### src/rtl/pll_lock_ctrl.sv
// pll_lock_ctrl: sequences the PLL reset, waits for lock with a timeout,
// qualifies lock as stable before raising ready, and tracks retries,
// lock losses and a sticky failure after too many failed attempts.
module pll_lock_ctrl #(
  parameter int RstCycles    = 16,
  parameter int LockTimeout  = 65536,
  parameter int StableCycles = 1024,
  parameter int MaxRetries   = 7,
  parameter int SyncStages   = 2
) (
  input  logic       clk,
  input  logic       rst,
  input  logic       pll_lock,
  input  logic       restart,
  output logic       pll_rst,
  output logic       ready,
  output logic       fail,
  output logic [3:0] retry_cnt,
  output logic [7:0] loss_cnt
);

  localparam int MaxAB  = (RstCycles > LockTimeout) ? RstCycles : LockTimeout;
  localparam int MaxCyc = (MaxAB > StableCycles) ? MaxAB : StableCycles;
  localparam int CntW   = $clog2(MaxCyc) + 1;

  localparam logic [CntW-1:0] RstLast    = CntW'(RstCycles - 1);
  localparam logic [CntW-1:0] TimeoutLast = CntW'(LockTimeout - 1);
  localparam logic [CntW-1:0] StableLast = CntW'(StableCycles - 1);
  localparam logic [3:0]      RetryMax   = 4'(MaxRetries);

  typedef enum logic [2:0] {
    S_RST    = 3'd0,
    S_WAIT   = 3'd1,
    S_STABLE = 3'd2,
    S_READY  = 3'd3,
    S_FAIL   = 3'd4
  } state_e;

  state_e                state_q, state_d;
  logic [CntW-1:0]       cnt_q, cnt_d;
  logic [3:0]            retry_q, retry_d;
  logic [7:0]            loss_q, loss_d;
  logic                  pll_rst_q, pll_rst_d;
  logic                  ready_q, ready_d;
  logic                  fail_q, fail_d;
  logic [SyncStages-1:0] sync_q, sync_d;
  logic                  lock_s;
  logic                  attempt_fail;

  assign lock_s = sync_q[SyncStages-1];

  // Lock synchronizer shift chain; oldest stage feeds the FSM.
  always_comb begin
    sync_d = {sync_q[SyncStages-2:0], pll_lock};
  end

  // Next-state, counters and registered-output values.
  always_comb begin
    state_d      = state_q;
    retry_d      = retry_q;
    loss_d       = loss_q;
    attempt_fail = 1'b0;

    case (state_q)
      S_RST:    if (cnt_q == RstLast) state_d = S_WAIT;
      S_WAIT: begin
        if (lock_s)                     state_d = S_STABLE;
        else if (cnt_q == TimeoutLast)  attempt_fail = 1'b1;
      end
      S_STABLE: begin
        if (!lock_s)                    attempt_fail = 1'b1;
        else if (cnt_q == StableLast)   state_d = S_READY;
      end
      S_READY: begin
        if (!lock_s) begin
          state_d = S_RST;
          retry_d = 4'd0;
          if (loss_q != 8'hff) loss_d = loss_q + 8'd1;
        end
      end
      S_FAIL:   state_d = S_FAIL;
      default:  state_d = S_RST;
    endcase

    // Timeout and lock glitch share one failure path.
    if (attempt_fail) begin
      if (retry_q == RetryMax) begin
        state_d = S_FAIL;
      end else begin
        retry_d = retry_q + 4'd1;
        state_d = S_RST;
      end
    end

    // restart overrides everything, and suppresses any increment this cycle.
    if (restart) begin
      state_d = S_RST;
      retry_d = 4'd0;
      loss_d  = loss_q;
    end

    // Shared counter: cleared on any state change, only runs in timed states.
    if (restart || (state_d != state_q))
      cnt_d = '0;
    else if (state_q == S_RST || state_q == S_WAIT || state_q == S_STABLE)
      cnt_d = cnt_q + 1'b1;
    else
      cnt_d = '0;

    pll_rst_d = (state_d == S_RST) || (state_d == S_FAIL);
    ready_d   = (state_d == S_READY);
    fail_d    = (state_d == S_FAIL);
  end

  // State and output registers, async active-high reset.
  always_ff @(posedge clk or posedge rst) begin
    if (rst) begin
      state_q   <= S_RST;
      cnt_q     <= '0;
      retry_q   <= 4'd0;
      loss_q    <= 8'd0;
      pll_rst_q <= 1'b1;
      ready_q   <= 1'b0;
      fail_q    <= 1'b0;
      sync_q    <= '0;
    end else begin
      state_q   <= state_d;
      cnt_q     <= cnt_d;
      retry_q   <= retry_d;
      loss_q    <= loss_d;
      pll_rst_q <= pll_rst_d;
      ready_q   <= ready_d;
      fail_q    <= fail_d;
      sync_q    <= sync_d;
    end
  end

  assign pll_rst   = pll_rst_q;
  assign ready     = ready_q;
  assign fail      = fail_q;
  assign retry_cnt = retry_q;
  assign loss_cnt  = loss_q;

endmodule

### config.mk
export PLATFORM = sky130hd
export DESIGN_NAME = pll_lock_ctrl
export DESIGN_NICKNAME = d
export VERILOG_FILES = /design/src/rtl/pll_lock_ctrl.sv
export SDC_FILE = /design/constraint.sdc
export NUM_CORES = 1
export LEC_CHECK = 0
export ABC_CLOCK_PERIOD_IN_PS = 2700
export CORE_MARGIN = 2
export CORE_UTILIZATION = 53
export CTS_BUF_LIST = sky130_fd_sc_hd__clkbuf_4 sky130_fd_sc_hd__clkbuf_8
export DETAILED_ROUTE_END_ITERATION = 16
export PLACE_DENSITY_LB_ADDON = 0.12
export SYNTH_ARGS = -nofsm -noshare
export SYNTH_HDL_FRONTEND = slang
export SYNTH_SLANG_ARGS = --single-unit
### constraint.sdc
create_clock -name clk -period 2.7 [get_ports clk]
set_clock_uncertainty 0.05 [all_clocks]
set_input_delay 0.675 -clock clk [delete_from_list [all_inputs] [get_ports clk]]
set_output_delay 0.675 -clock clk [all_outputs]
set_load 0.02 [all_outputs]
* Yosys cells after proc, flatten, opt, wreduce, memory -nomap -nowiden
Cells that the tools add are included.
Word-level totals: register bits 37, input bits 4
Operators by class: equality and inequality tests 12, add/sub/neg operators 3, bitwise logic cells 2, reductions and logical operators 7, mux-type cells 20
Operator list (count):
- 17-bit two-way mux | 2
- 3-bit two-way mux | 8
- 4-bit two-way mux | 5
- 17-bit by 1-bit adder with 17-bit output (second input constant) | 1
- 17-bit by 10-bit == test with 1-bit output (second input constant) | 1
- 17-bit by 16-bit == test with 1-bit output (second input constant) | 1
- 17-bit by 4-bit == test with 1-bit output (second input constant) | 1
- 3-bit case mux with 5 select lines | 1
- 3-bit by 2-bit == test with 1-bit output (second input constant) | 3
- 8-bit by 1-bit adder with 8-bit output (second input constant) | 1
- 8-bit inequality test (second input constant) | 1
- 3-bit == test (second input constant) | 2
- 3-bit zero test | 2
- 4-bit by 1-bit adder with 4-bit output (second input constant) | 1
- 4-bit by 3-bit == test with 1-bit output (second input constant) | 1
- 1-bit logical OR | 4
- 4-bit AND reduction | 1
- 3-bit by 1-bit == test with 1-bit output (second input constant) | 1
- 1-bit two-way mux | 3
- 3-bit inequality test | 1
- 1-bit inverter | 2
- 1-bit case mux with 2 select lines | 1

* Longest topological paths before layout
Gate-level depths: netlist of run 1.
depth in word-level cells 9, gate-level depth with buffers 13

* Worst setup path before layout of run 1
Ideal clock, no wire load.
path type reg2reg, from reg cnt_q[0], to reg cnt_q[6], data arrival time 2.402 ns, stages on the path, launching flop included 13, data required time 2.507 ns, clock period less this slack 2.595 ns, slack 0.105 ns, setup time 0.143 ns, cell sequence dfrtp_1 ha_1 and3_2 and4_1 nand2_1 nor2_1 ha_1 nand3b_1 a2111oi_0 nor3_1 inv_1 buf_4 a211oi_1
On the way: word-level cells in the longest chain between the ends 9
Ends and longest elaborated chain:
- start, declared | line 40 | logic [CntW-1:0] cnt_q, cnt_d;
- start signal, assigned | line 128 | cnt_q <= cnt_d;
- 17-bit by 10-bit == test with 1-bit output / 17-bit by 16-bit == test with 1-bit output (equally long branches) | line 72, 68
- 3-bit two-way mux / 1-bit two-way mux (equally long branches) | line 72, 68
- 3-bit two-way mux / 1-bit two-way mux (equally long branches) | line 71, 67
- 3-bit case mux with 5 select lines / 1-bit case mux with 2 select lines (equally long branches) | line 64 | case (state_q)
- 3-bit two-way mux | line 86 | if (attempt_fail) begin
- 3-bit two-way mux | line 96 | if (restart) begin
- 3-bit inequality test | line 103 | if (restart || (state_d != state_q))
- 1-bit logical OR | line 103
- 17-bit two-way mux (*) | line 103
- named net cnt_d[6] | line 40
Mark *: on every way through the listed nets, which the timed path passes. The rest lies on a longest branch. A chain may end at the register's enable or synchronous reset.

* Worst setup path after layout of run 1
from reg cnt_q[1], to reg cnt_q[6]
The elaborated chain is that of the path after synthesis.

==> metrics.cfg, run 1 <==
[logic_synthesis]
ys_ff_latch = 37
syn-cell-area_um2 = 1960
syn_inst = 181
synth_cell_types = 40
async_reset_ff_share_pct = 100
synth_edf_count = 0
synth_ff_type = dfrtp_1
syn_nets = 189
post-synth-top-area-fraction_pct = 46.0
yosys.area.top_type = dfrtp_1
syn_area_per_cell_um2 = 10.8
synth_area_leaders = dfrtp_1, a211oi_2, xnor2_1
yosysWarnings = 0
seq_area_frac_synth_pct = 47.3

[floorplanning]
dieArea_um2 = 4200
die_w_um = 64.8
start_util_pct = 54.3
row_count = 22
die_y_um = 64.8
ioPinCount = 19
core_um2 = 3610

[timing]
fmax_mhz = 375
fin_crit_ns = 2.67
post-route-period-util_pct = 98.7
worst_slack_ns = 0.0346
worstMarginPinSlew_ns = 0.453
rsz0062_at_grt = yes
slew_headroom_pct = 69.8
hold_violations = 0
hold_slack_ns = 0.296
drv_slew = 0
finalSetupViolCount = 0

[run]
maxCapViolCount = 0

[power_and_ir_drop]
power_leakage_nw = 1.01
combPwrFrac_pct = 5.0
ir_drop_uv = 245
switchingPower_uw = 229
intPower_uw = 813
clkPwrFrac_pct = 40.5
power_density_nw_per_um2 = 422
power_frac_seq_pct = 54.5
switching_share_pct = 22.0

[detailed_routing]
vias_per_cell = 5.68
drt_iter0_drc = 103
post_drt_wl_per_cell_um = 15.2
ant_nets = 0
drc = 0
drt_first_pass_iters = 4
routed_wl_mm = 3.99
vias = 1494

[worst_hold_path]
whs_path_depth = 0
whs_endpoint = sync_q[1]
holdCritPathClass = flop to flop
min_from = sync_q[0]

[placed_design]
finalWeightedCongestion = 0.769
port_buffers = 18
pre_cts_slack_ns = 0.0286
dpl.hpwl_mm = 2.57
placed_cell_area_um2 = 2240

[setup_path]
cpPeakStageDelay_ns = 0.39
cp_top_family = compound AO/OA/AOI/OAI gates
crit_required_ns = 2.85
cp_num_buf_inv = 1
reg2reg_slack_ns = 0.03
crit_path_frequent_cell = ha_2
reg2reg_from = cnt_q[1]
endpoint_kind = flop
startpoint = cnt_q[1]
r2r_cells = 12
path_max_fanout = 9
crit_arrival_ns = 2.81
crit_slowest_cell = dfrtp_1
crit_type = flop to flop
r2r-end = cnt_q[6]
path_cells = ha_2 -> and3_4 -> and4_4 -> nand2_2 -> nor2_2 -> ha_2 -> nand3b_1 -> a211oi_2 -> o21a_1 -> a31oi_4 -> buf_12 -> a211oi_1
cp-start-kind = flop

[cells_and_area]
final_area_um2 = 2470
register_area_um2 = 927
layout_commonest_cell = dfrtp_1
layout-drive-gt1-share_pct = 26.5
final_nets = 222
final_cell_mix = dfrtp_1, clkdlybuf4s50_1, a211oi_2
antenna_cells = 0
fillers = 287
multi_input_area_um2 = 1030
syn_to_final_growth_pct = 26.0
utilization_pct = 68.5

[clock_network]
cts_max_level = 2
cts_root_buf = clkbuf_8
cts_buffer_depth = 2
clk_transition_reported_paths_ns = 0.07
cts_sinks = 37
clock_latency_ns = 0.29
cts_buffers = 5
tritoncts = yes

[grt]
antenna_found_initial = 0
grt_pass1_wl_mm = 6.73
grt_pass1_vias = 1466
gr-total-overflow = 0
grt_max_degree = 38
grt_use_total_pct = 21.0

[status]
status = completed

[power by group through the flow]
stage	sequential [mW]	clock (mW)	combinational, mW
after CTS	0.568	0.435	0.0458
after detailed placement	0.579	0	0.0456
after floorplan	0.577	0	0.0274
after global routing	0.569	0.459	0.0587
after global placement	0.578	0	0.0444
final	0.568	0.422	0.0522
[flip-flops by register name, indices dropped and copies added, names as in the netlist]
signal and flops:
pll_rst 1, cnt_q 17, retry_cnt 4, ready 1
state_q 3, fail 1, loss_cnt 8, sync_q 2
[through the flow]
stage	std cells	setup TNS [ns]	power (mW)
after global placement	248	0	0.622
final	263	0	1.04
after detailed placement	248	0	0.624
after floorplan	181	0	0.605
after CTS	256	0	1.05
after global routing	263	-1.24	1.09
[layout make-up]
type | instances | share of cell area [%]
clock inverters | 1 | 0.203
flip-flops and latches | 37 | 37.6
repair buffers | 34 | 13.9
clock buffers | 7 | 3.90
multi-input cells | 133 | 41.6
inverters | 3 | 0.456
well taps | 48 | 2.43
[Yosys cell counts, types with 4 or more instances]
library cell	number
nand3_1	8
a211oi_1	8
ha_1	4
nand2_1	15
and3_1	5
xnor2_1	11
dfrtp_1	36
a211oi_2	10
nand4_1	6
nor2_1	13
xor2_1	11
nor3_1	6
[layer usage]
layer / up-vias / GRT usage (%) / routed length [um]
met4: 0 / 11.4 / 57
li1: 722 / - / -
met5: - / 0 / 0
met1: 741 / 28.7 / 1870
met3: 7 / 3.65 / 126
met2: 24 / 31.7 / 1940
[cells by family (layout without fill, tap and decap cells)]
logic type | after synthesis | count (layout) | synth area share, %
AO/OA/AOI/OAI | 32 | 32 | 15.5
XOR/XNOR | 22 | 22 | 9.83
adder cells (fa/ha/maj) | 4 | 4 | 2.55
buffers and inverters | 11 | 45 | 3.45
flip-flops | 37 | 37 | 47.3
multiplexers | 3 | 3 | 1.66
AND/OR/NAND/NOR | 72 | 72 | 19.7
[worst max path at each step]
stage	to	slack, ns	depth (start not counted)
global placement	cnt_q[16]	0.12	12
global route	cnt_q[5]	-0.09	12
CTS	cnt_q[2]	0.01	12
finish	cnt_q[6]	0.03	12
floorplan	cnt_q[6]	0.10	12
detailed placement	cnt_q[2]	0.03	12
[what timing repair did]
action,4_1_cts,5_1_grt
hold buffers,0,0
resized for setup,0,18
endpoints found under the setup margin,0,22
buffers inserted,0,6
Note: power is estimated with default switching activity, not from simulation.
==> run 2, diff against run 1 <==
Settings changed: GPL_ROUTABILITY_DRIVEN set to 1.
==> results of run 2 <==
Same layout as run 1: the final DEF is identical, and so are final timing and power.
==> run 3, diff against run 2 <==
Settings changed: CAP_MARGIN set to 10.
==> results of run 3 <==
Same layout as run 1: the final DEF is identical, and so are final timing and power.
